**src/rtl/adder_arbiter_pkg.sv**
```systemverilog
// Shared definitions for the adder arbiter: FSM encoding and default sizing.
package adder_arbiter_pkg;

  localparam int DEF_NOF_BITS = 8;
  localparam int DEF_NOF_REQ  = 4;
  localparam int DEF_TIMEOUT  = 15;

  typedef enum logic [1:0] {
    IDLE  = 2'd0,
    ISSUE = 2'd1,
    RESP  = 2'd2
  } state_t;

endpackage

```
**src/rtl/adder_arbiter_if.sv**
```systemverilog
// Bundle of requester, shared-adder and response signals for adder_arbiter.
//
// Handshakes: a requester transfer happens on a rising edge where
// req_valid[i] & req_ready[i]; a response transfer happens on a rising edge
// where resp_valid & resp_ready. The producer keeps valid and its payload
// stable until the transfer edge. The adder side is a start/done pair:
// add_start is held with stable operands until add_done is seen.
interface adder_arbiter_if
  import adder_arbiter_pkg::*;
#(
  parameter int NOF_BITS = DEF_NOF_BITS,
  parameter int NOF_REQ  = DEF_NOF_REQ
);

  logic [NOF_REQ-1:0]          req_valid;
  logic [NOF_REQ-1:0]          req_ready;
  logic [NOF_REQ*NOF_BITS-1:0] req_a;
  logic [NOF_REQ*NOF_BITS-1:0] req_b;
  logic                        add_start;
  logic [NOF_BITS-1:0]         add_a;
  logic [NOF_BITS-1:0]         add_b;
  logic [NOF_BITS-1:0]         add_sum;
  logic                        add_done;
  logic                        resp_valid;
  logic                        resp_ready;
  logic [$clog2(NOF_REQ)-1:0]  resp_id;
  logic [NOF_BITS-1:0]         resp_data;
  logic                        resp_err;
  logic [15:0]                 op_count;
  state_t                      fsm_state;

  // Arbiter side.
  modport slave (
    input  req_valid, req_a, req_b, add_sum, add_done, resp_ready,
    output req_ready, add_start, add_a, add_b,
    output resp_valid, resp_id, resp_data, resp_err, op_count, fsm_state
  );

  // Requesters, adder and response consumer side.
  modport master (
    output req_valid, req_a, req_b, add_sum, add_done, resp_ready,
    input  req_ready, add_start, add_a, add_b,
    input  resp_valid, resp_id, resp_data, resp_err, op_count, fsm_state
  );

endinterface

```
**src/rtl/adder_arbiter_rr_select.sv**
```systemverilog
// Round-robin one-hot grant: search starts just after the last granted index.
module rr_select #(
  parameter int NOF_REQ = 4,
  parameter int IDW     = $clog2(NOF_REQ)
) (
  input  logic [NOF_REQ-1:0] req,
  input  logic [IDW-1:0]     last_grant,
  output logic [NOF_REQ-1:0] grant,
  output logic [IDW-1:0]     grant_id
);

  logic           found;
  logic [IDW-1:0] idx;

  // First requester found walking from last_grant+1 around the ring wins.
  always_comb begin
    grant    = '0;
    grant_id = '0;
    found    = 1'b0;
    idx      = '0;
    for (int k = 1; k <= NOF_REQ; k++) begin
      idx = IDW'((int'(last_grant) + k) % NOF_REQ);
      if (!found && req[idx]) begin
        grant[idx] = 1'b1;
        grant_id   = idx;
        found      = 1'b1;
      end
    end
  end

endmodule

```
**src/rtl/adder_arbiter.sv**
```systemverilog
// Shares one external adder among NOF_REQ requesters with round-robin
// arbitration, an add_done timeout and a response handshake.
module adder_arbiter
  import adder_arbiter_pkg::*;
#(
  parameter int NOF_BITS = DEF_NOF_BITS,
  parameter int NOF_REQ  = DEF_NOF_REQ,
  parameter int TIMEOUT  = DEF_TIMEOUT
) (
  input logic             clk,
  input logic             rst,
  adder_arbiter_if.slave  bus
);

  localparam int IDW = $clog2(NOF_REQ);
  localparam int CW  = $clog2(TIMEOUT + 1);

  state_t              state;
  logic [IDW-1:0]      last_grant;
  logic [CW-1:0]       wait_cnt;
  logic [CW-1:0]       wait_cnt_next;
  logic [NOF_REQ-1:0]  grant;
  logic [IDW-1:0]      grant_id;
  logic [NOF_BITS-1:0] a_arr [NOF_REQ];
  logic [NOF_BITS-1:0] b_arr [NOF_REQ];

  logic                add_start_r;
  logic [NOF_BITS-1:0] add_a_r;
  logic [NOF_BITS-1:0] add_b_r;
  logic                resp_valid_r;
  logic [IDW-1:0]      resp_id_r;
  logic [NOF_BITS-1:0] resp_data_r;
  logic                resp_err_r;
  logic [15:0]         op_count_r;

  for (genvar g = 0; g < NOF_REQ; g++) begin : g_unpack
    assign a_arr[g] = bus.req_a[g*NOF_BITS +: NOF_BITS];
    assign b_arr[g] = bus.req_b[g*NOF_BITS +: NOF_BITS];
  end

  rr_select #(.NOF_REQ(NOF_REQ), .IDW(IDW)) u_rr_select (
    .req        (bus.req_valid),
    .last_grant (last_grant),
    .grant      (grant),
    .grant_id   (grant_id)
  );

  assign wait_cnt_next = wait_cnt + CW'(1);

  // Requests are only offered a grant while idle.
  assign bus.req_ready  = (state == IDLE) ? grant : '0;
  assign bus.add_start  = add_start_r;
  assign bus.add_a      = add_a_r;
  assign bus.add_b      = add_b_r;
  assign bus.resp_valid = resp_valid_r;
  assign bus.resp_id    = resp_id_r;
  assign bus.resp_data  = resp_data_r;
  assign bus.resp_err   = resp_err_r;
  assign bus.op_count   = op_count_r;
  assign bus.fsm_state  = state;

  // Arbitration FSM: accept, drive the adder until done or timeout, respond.
  always_ff @(posedge clk) begin
    if (rst) begin
      state        <= IDLE;
      last_grant   <= IDW'(NOF_REQ - 1);
      wait_cnt     <= '0;
      add_start_r  <= 1'b0;
      add_a_r      <= '0;
      add_b_r      <= '0;
      resp_valid_r <= 1'b0;
      resp_id_r    <= '0;
      resp_data_r  <= '0;
      resp_err_r   <= 1'b0;
      op_count_r   <= '0;
    end else begin
      case (state)
        IDLE: begin
          if (|grant) begin
            add_a_r     <= a_arr[grant_id];
            add_b_r     <= b_arr[grant_id];
            resp_id_r   <= grant_id;
            last_grant  <= grant_id;
            wait_cnt    <= '0;
            add_start_r <= 1'b1;
            state       <= ISSUE;
          end
        end
        ISSUE: begin
          wait_cnt <= wait_cnt_next;
          if (bus.add_done) begin
            resp_data_r  <= bus.add_sum;
            resp_err_r   <= 1'b0;
            add_start_r  <= 1'b0;
            resp_valid_r <= 1'b1;
            state        <= RESP;
          end else if (wait_cnt_next == CW'(TIMEOUT)) begin
            resp_data_r  <= '0;
            resp_err_r   <= 1'b1;
            add_start_r  <= 1'b0;
            resp_valid_r <= 1'b1;
            state        <= RESP;
          end
        end
        RESP: begin
          if (bus.resp_ready) begin
            resp_valid_r <= 1'b0;
            op_count_r   <= op_count_r + 16'd1;
            state        <= IDLE;
          end
        end
        default: state <= IDLE;
      endcase
    end
  end

endmodule

```
**src/flat_wrapper.sv**
```systemverilog
// flat-port wrapper written by rule: the top's interface ports become plain ports
module adder_arbiter_flat import adder_arbiter_pkg::*;
#(
  parameter int NOF_BITS = DEF_NOF_BITS,
  parameter int NOF_REQ  = DEF_NOF_REQ,
  parameter int TIMEOUT  = DEF_TIMEOUT
)
  (clk, rst, bus_req_valid, bus_req_a, bus_req_b, bus_add_sum, bus_add_done, bus_resp_ready, bus_req_ready, bus_add_start, bus_add_a, bus_add_b, bus_resp_valid, bus_resp_id, bus_resp_data, bus_resp_err, bus_op_count, bus_fsm_state);
  adder_arbiter_if #(.NOF_BITS(NOF_BITS), .NOF_REQ(NOF_REQ)) bus_i ();
  input logic clk;
  input logic rst;
  input wire logic [$bits(bus_i.req_valid)-1:0] bus_req_valid;
  input wire logic [$bits(bus_i.req_a)-1:0] bus_req_a;
  input wire logic [$bits(bus_i.req_b)-1:0] bus_req_b;
  input wire logic [$bits(bus_i.add_sum)-1:0] bus_add_sum;
  input wire logic [$bits(bus_i.add_done)-1:0] bus_add_done;
  input wire logic [$bits(bus_i.resp_ready)-1:0] bus_resp_ready;
  output wire logic [$bits(bus_i.req_ready)-1:0] bus_req_ready;
  output wire logic [$bits(bus_i.add_start)-1:0] bus_add_start;
  output wire logic [$bits(bus_i.add_a)-1:0] bus_add_a;
  output wire logic [$bits(bus_i.add_b)-1:0] bus_add_b;
  output wire logic [$bits(bus_i.resp_valid)-1:0] bus_resp_valid;
  output wire logic [$bits(bus_i.resp_id)-1:0] bus_resp_id;
  output wire logic [$bits(bus_i.resp_data)-1:0] bus_resp_data;
  output wire logic [$bits(bus_i.resp_err)-1:0] bus_resp_err;
  output wire logic [$bits(bus_i.op_count)-1:0] bus_op_count;
  output wire logic [$bits(bus_i.fsm_state)-1:0] bus_fsm_state;
  assign bus_i.req_valid = bus_req_valid;
  assign bus_i.req_a = bus_req_a;
  assign bus_i.req_b = bus_req_b;
  assign bus_i.add_sum = bus_add_sum;
  assign bus_i.add_done = bus_add_done;
  assign bus_i.resp_ready = bus_resp_ready;
  assign bus_req_ready = bus_i.req_ready;
  assign bus_add_start = bus_i.add_start;
  assign bus_add_a = bus_i.add_a;
  assign bus_add_b = bus_i.add_b;
  assign bus_resp_valid = bus_i.resp_valid;
  assign bus_resp_id = bus_i.resp_id;
  assign bus_resp_data = bus_i.resp_data;
  assign bus_resp_err = bus_i.resp_err;
  assign bus_op_count = bus_i.op_count;
  assign bus_fsm_state = bus_i.fsm_state;
  adder_arbiter #(.NOF_BITS(NOF_BITS), .NOF_REQ(NOF_REQ), .TIMEOUT(TIMEOUT)) u_core (.clk(clk), .rst(rst), .bus(bus_i));
endmodule
```
**config.mk**
```make
export PLATFORM = sky130hd
export DESIGN_NAME = adder_arbiter_flat
export DESIGN_NICKNAME = d
export VERILOG_FILES = /design/src/rtl/adder_arbiter_pkg.sv /design/src/rtl/adder_arbiter_if.sv /design/src/rtl/adder_arbiter_rr_select.sv /design/src/rtl/adder_arbiter.sv /design/src/flat_wrapper.sv
export SDC_FILE = /design/constraint.sdc
export NUM_CORES = 1
export LEC_CHECK = 0
export ABC_AREA = 1
export BUFFER_PORTS_ARGS = -buffer_cell sky130_fd_sc_hd__buf_2
export CAP_MARGIN = 5
export CORE_ASPECT_RATIO = 0.7
export CORE_UTILIZATION = 49
export CTS_CLUSTER_SIZE = 14
export DETAILED_ROUTE_END_ITERATION = 10
export PLACE_DENSITY = 0.81
export SKIP_CTS_REPAIR_TIMING = 1
export SLEW_MARGIN = 10
export SYNTH_ARGS = -nofsm -noshare
export SYNTH_HDL_FRONTEND = slang
export SYNTH_SLANG_ARGS = --single-unit
```
**constraint.sdc**
```tcl
create_clock -name clk -period 2.8 [get_ports clk]
set_clock_uncertainty 0.1 [all_clocks]
set_input_delay 0.28 -clock clk [delete_from_list [all_inputs] [get_ports clk]]
set_output_delay 0.28 -clock clk [all_outputs]
set_load 0.01 [all_outputs]
```
==> qor.yml, run 1 <==
outcome:
  status: "finished clean"
logic_synthesis:
  synth-seq-cells: 53
  seq_area_frac_synth_pct: 32.4
  yosys.area.top_type: "dfxtp_1"
  synth_warnings: 0
  synth_area_leaders: "dfxtp_1, nand2_1, o211ai_1"
  synth_top_family_by_area: "simple AND/OR/NAND/NOR gates"
  synth_cells: 479
  synth.distinct_cells: 36
  synth_top_area_share_pct: 32.4
  synth_adder_area_share_pct: 4.21
  synth-main-ff-cell: "dfxtp_1"
  syn-cell-area_um2: 3270
  async_reset_ff_share_pct: 0
  syn_avg_cell_area_um2: 6.83
  synth_xor_xnor_area_share_pct: 1.07
  synth_compound_area_share_pct: 15.3
  syn-num-nets: 570
  synth_edf_count: 0
  synthMuxAreaShare_pct: 0
  synth_simple_gate_area_share_pct: 37.1
power:
  pwr_density_cell_nw_per_um2: 1110
  total_power_mw: 4.53
  peakVddDrop_v: 0.000647
  p_leak_nw: 1.98
timing:
  final-setup-viol-count: 0
  hold_viol_final: 0
  finalCritPeriodShare_pct: 88.9
  fin_crit_ns: 2.49
  slew_headroom_pct: 60.3
  final_max_slew_viol_count: 0
  fmax_ghz: 0.402
  tightest_slew_ns: 0.593
  rsz0062_at_grt: "false"
  fin_setup_tns_ns: 0
route:
  vias: 3432
  drc: 0
  wl_um: 8690
  vias_per_cell: 4.95
  ant_nets: 0
  wl_per_cell_um: 12.5
  drtIter0Drc: 185
  dr.pass1.iters: 4
cells_and_area:
  final_layout_size_suffix_gt1_share_pct: 27.9
  layout_commonest_cell: "buf_2"
  antennaDiodeCount: 0
  fin_nets: 693
  synthToLayoutAreaGrowth_pct: 24.3
  layout_common_cells: "buf_2, nand2_1, nor2_1"
clock_network:
  clock_sinks: 53
  clkTransAtPathRegs_ns: 0.10
  cts_made_buffers: 5
  worstSkewPairLatency_ns: 0.31
  cts_tree: "yes"
  root_buffer: "clkbuf_8"
  h-tree-depth: 2
  cts.path.max_buffers: 2
global_route:
  grt_max_degree: 43
  grt_pass1_wl_um: 14300
  grt.total_usage_pct: 25.3
  grt_pass1_vias: 3058
  grt-ovfl-total: 0
  antenna_found_initial: 0
die:
  die_h_um: 70.4
  fp.coreArea_um2: 6340
  num_rows: 24
  dieArea_um2: 7010
  initial_utilization_pct: 51.6
  io_pins: 131
  die_x_um: 99.7
placed_design:
  dp_hpwl_um: 6700
  port_buffers: 130
  gp_congestion: 0.828
flow_run:
  cap_violations: 0
worst_setup_path:
  worst-endpoint-arrival_ns: 2.61
  cp_max_fo: 33
  worstPathRequired_ns: 2.92
  critPathKind: "register to register"
  crit_path_end_kind: "register"
  startpoint_type: "register"
min_path:
  hold_path_class: "primary input to register"
cell usage after synthesis (5+ instances only):
| master | count |
|---|---|
| buf_6 | 6 |
| or2_0 | 25 |
| nor3_1 | 7 |
| clkbuf_1 | 5 |
| nand2_1 | 117 |
| ha_1 | 11 |
| nand3_1 | 27 |
| o21ai_0 | 8 |
| or2_1 | 5 |
| a21oi_1 | 28 |
| buf_2 | 6 |
| inv_1 | 45 |
| nand2_2 | 6 |
| o211ai_1 | 32 |
| dfxtp_1 | 53 |
| nor2_1 | 58 |
sequential cells by signal, indices dropped and copies added (netlist names):
signal,count
u_core.bus.add_a,8
u_core.bus.add_b,8
u_core.bus.add_start,1
u_core.bus.fsm_state,2
u_core.bus.op_count,16
u_core.bus.resp_data,8
u_core.bus.resp_err,1
u_core.bus.resp_id,2
u_core.bus.resp_valid,1
u_core.last_grant,2
u_core.wait_cnt,4
final timing paths:
path / startpoint / endpoint / slack (ns) / cells past startpoint
setup reg to reg: u_core.last_grant[1]$_SDFFE_PP1P_ / u_core.bus.add_a[2]$_SDFFE_PP0P_ / 0.31 / 13
hold reg to reg: u_core.bus.resp_data[3]$_SDFFE_PP0P_ / u_core.bus.resp_data[3]$_SDFFE_PP0P_ / 0.36 / 2
setup / recovery: u_core.last_grant[1]$_SDFFE_PP1P_ / u_core.bus.add_a[2]$_SDFFE_PP0P_ / 0.31 / 13
hold / removal: bus_add_sum[2] / u_core.bus.resp_data[2]$_SDFFE_PP0P_ / 0.11 / 3
metal layers:
layer  vias to the layer above  track usage, %  share of wire [%]
li1                       1792               -                  -
met1                      1524            33.3                 47
met2                       108            42.7                 46
met3                         8            5.21                6.0
met4                         0            5.07               0.70
met5                         -               0                  0
power by group:
| part | leakage, nW | internal [mW] | total, mW | switching (mW) |
|---|---|---|---|---|
| combinational | 1.49 | 1.05 | 2.97 | 1.92 |
| clock | 0.0554 | 0.269 | 0.531 | 0.262 |
| sequential | 0.433 | 0.920 | 1.03 | 0.107 |
worst max-delay path: stages, from the launching register on:
cell,delay [ns]
dfxtp_2,0.43
inv_1,0.08
ha_1,0.33
inv_1,0.10
nand2_4,0.10
nand2_4,0.07
inv_1,0.11
nand3_1,0.14
nand2_4,0.26
inv_4,0.19
o211ai_1,0.22
nand2_1,0.07
nor2_1,0.12
nor2_1,0.05
through the flow:
step           std cells  setup WS [ns]  hold WS [ns]  area (um2)  util, %
2_1_floorplan        479          0.538         0.329        3270        -
3_3_place_gp         686          0.201         0.346        3940     62.2
3_5_place_dp         686         0.0961         0.350        3940     62.2
4_1_cts              694         0.0849         0.100        4050     64.0
5_1_grt              694          0.104         0.103        4070     64.2
6_report             694          0.310         0.108        4070     64.2
layout make-up:
| cell class | count | area [um2] |
|---|---|---|
| clock inverters | 2 | 38.8 |
| flip-flops and latches | 53 | 1060 |
| repair buffers | 135 | 688 |
| well taps | 91 | 114 |
| multi-input cells | 357 | 1900 |
| clock buffers | 6 | 72.6 |
| fillers | 580 | 2270 |
| inverters | 50 | 195 |
logic make-up after synthesis:
logic type | after synthesis
flops | 53
simple gates | 263
buf+inv | 69
compound gates | 79
fa+ha+maj | 11
xor+xnor | 4
No activity file was read; power rests on OpenSTA's default activity.
==> run 2, diff against run 1 <==
--- a/config.mk
+++ b/config.mk
@@ -9,10 +9,10 @@
 export BUFFER_PORTS_ARGS = -buffer_cell sky130_fd_sc_hd__buf_2
 export CAP_MARGIN = 5
 export CORE_ASPECT_RATIO = 0.7
-export CORE_UTILIZATION = 49
+export CORE_UTILIZATION = 43
 export CTS_CLUSTER_SIZE = 14
 export DETAILED_ROUTE_END_ITERATION = 10
-export PLACE_DENSITY = 0.81
+export PLACE_DENSITY = 0.72
 export SKIP_CTS_REPAIR_TIMING = 1
 export SLEW_MARGIN = 10
 export SYNTH_ARGS = -nofsm -noshare
==> qor.yml, run 2 (same netlist as run 1, synthesis figures left out) <==
outcome:
  status: "finished clean"
worst_setup_path:
  worstPathRequired_ns: 2.94
  timing.rr.end: "u_core.wait_cnt[3]$_SDFFE_PP0P_"
  r2r_cells: 13
  slowest_delay_ns: 0.41
  cpMaxStageDelayCell: "dfxtp_1"
  r2r_setup_slack_ns: 0.28
  cp_cell_sequence: "inv_6, ha_1, inv_1, nand2_4, nand2_4, inv_1, nand3_1, nand4_1, nor2_1, nand2_2, nand2_4, nand3_1, a21oi_1"
  cp_max_fo: 42
  r2r_start: "u_core.last_grant[0]$_SDFFE_PP1P_"
  crit_top_cell: "nand2_4"
  worst-endpoint-arrival_ns: 2.66
  critPathBufInv: 3
  crit_path_end_kind: "register"
  cp_num_cells: 13
  critPathKind: "register to register"
  cp_top_family: "simple AND/OR/NAND/NOR gates"
  startpoint_type: "register"
die:
  initial_utilization_pct: 44.7
  io_pins: 131
  fp.coreArea_um2: 7320
  die_x_um: 106
  num_rows: 26
  dieArea_um2: 7970
  die_h_um: 75.0
cells_and_area:
  layout_commonest_cell: "buf_2"
  synthToLayoutAreaGrowth_pct: 23.3
  layout_common_cells: "buf_2, nand2_1, nor2_1"
  fin_area_um2: 4030
  fin_nets: 692
  antennaDiodeCount: 0
  largest_reg_flops: 16
  final_layout_size_suffix_gt1_share_pct: 27.6
placed_design:
  place_ws_ns: 0.226
  dp_hpwl_um: 6570
  gp_congestion: 0.860
  placed_cell_area_um2: 3940
  port_buffers: 130
clock_network:
  worstSkewPairLatency_ns: 0.30
  root_buffer: "clkbuf_8"
  cts_made_buffers: 5
  cts.path.max_buffers: 2
  clock_sinks: 53
  cts_tree: "yes"
  clkTransAtPathRegs_ns: 0.10
  h-tree-depth: 2
route:
  drtIter0Drc: 132
  drc: 0
  wl_um: 8480
  ant_nets: 0
  wl_per_cell_um: 12.1
  dr.pass1.iters: 4
  vias: 3395
  vias_per_cell: 4.85
timing:
  fmax_ghz: 0.397
  fin_crit_ns: 2.52
  finalCritPeriodShare_pct: 90.0
  fin_setup_tns_ns: 0
  hold_viol_final: 0
  fin_ws_ns: 0.280
  rsz0062_at_grt: "false"
  final_max_slew_viol_count: 0
  tightest_slew_ns: 0.568
  final-setup-viol-count: 0
  slew_headroom_pct: 62.0
min_path:
  holdPathStages: 3
  worstHoldStart: "bus_add_sum[6]"
  min_delay_worst_endpoint: "u_core.bus.resp_data[6]$_SDFFE_PP0P_"
  hold_path_class: "primary input to register"
global_route:
  grt_max_degree: 43
  grt-ovfl-total: 0
  grt_pass1_vias: 2895
  grt.total_usage_pct: 21.5
  grt_pass1_wl_um: 13600
  antenna_found_initial: 0
power:
  peakVddDrop_v: 0.000672
  p_leak_nw: 1.96
  pwr_density_cell_nw_per_um2: 1080
flow_run:
  cap_violations: 0
## run 2: changes by cell type in the layout (fill, tap and decap cells not counted), sizes merged
cell      before  now
buf          135  134
bufinv         1    0
clkinvlp       0    2
clkinv         2    1
## run 2: layout make-up
class                   instances  area, um2
multi-input cells             357       1890
inverters                      50        195
clock inverters                 2       15.0
repair buffers                134        681
clock buffers                   6       72.6
flip-flops and latches         53       1060
well taps                      98        123
fillers                       731       3290
## run 2: worst reg2reg max path, delay by kind of cell (launching register included)
family,cells,cell delay (ns)
simple gates,8,1.11
buf+inv,3,0.33
compound gates,1,0.15
fa+ha+maj,1,0.35
flops,1,0.41
## run 2: how the worst max path moves through the flow
stage,from,endpoint
floorplan,u_core.last_grant[1]$_SDFFE_PP1P_,u_core.bus.add_a[7]$_SDFFE_PP0P_
global placement,u_core.last_grant[0]$_SDFFE_PP1P_,u_core.bus.add_a[1]$_SDFFE_PP0P_
detailed placement,u_core.last_grant[0]$_SDFFE_PP1P_,u_core.bus.add_b[1]$_SDFFE_PP0P_
CTS,u_core.last_grant[0]$_SDFFE_PP1P_,u_core.bus.add_b[1]$_SDFFE_PP0P_
global route,u_core.last_grant[0]$_SDFFE_PP1P_,u_core.bus.add_b[7]$_SDFFE_PP0P_
finish,u_core.last_grant[0]$_SDFFE_PP1P_,u_core.wait_cnt[3]$_SDFFE_PP0P_
## run 2: power breakdown
group,internal (mW),leakage [nW],switching [mW]
Sequential,0.918,0.434,0.0919
Combinational,1.02,1.49,1.91
Clock,0.177,0.0374,0.252
Total,2.11,1.96,2.25
## run 2: metrics by stage
step / util, % / total power [mW] / hold WS (ns) / cells
6_report: 55.1 / 4.36 / 0.116 / 700
5_1_grt: 55.1 / 4.83 / 0.113 / 700
4_1_cts: 55.1 / 4.39 / 0.106 / 700
3_3_place_gp: 53.9 / 3.92 / 0.346 / 692
2_1_floorplan: - / 3.49 / 0.329 / 479
3_5_place_dp: 53.9 / 3.95 / 0.353 / 692
## run 2: layer usage
layer  share of wire [%]  up-vias  track usage, %  routed length [um]
met2                  46      103            36.8                3870
met5                   0        -               0                   0
met4                0.60        0            4.17                  51
li1                    -     1795               -                   -
met1                  47     1490            28.5                3970
met3                 6.9        7            4.50                 586
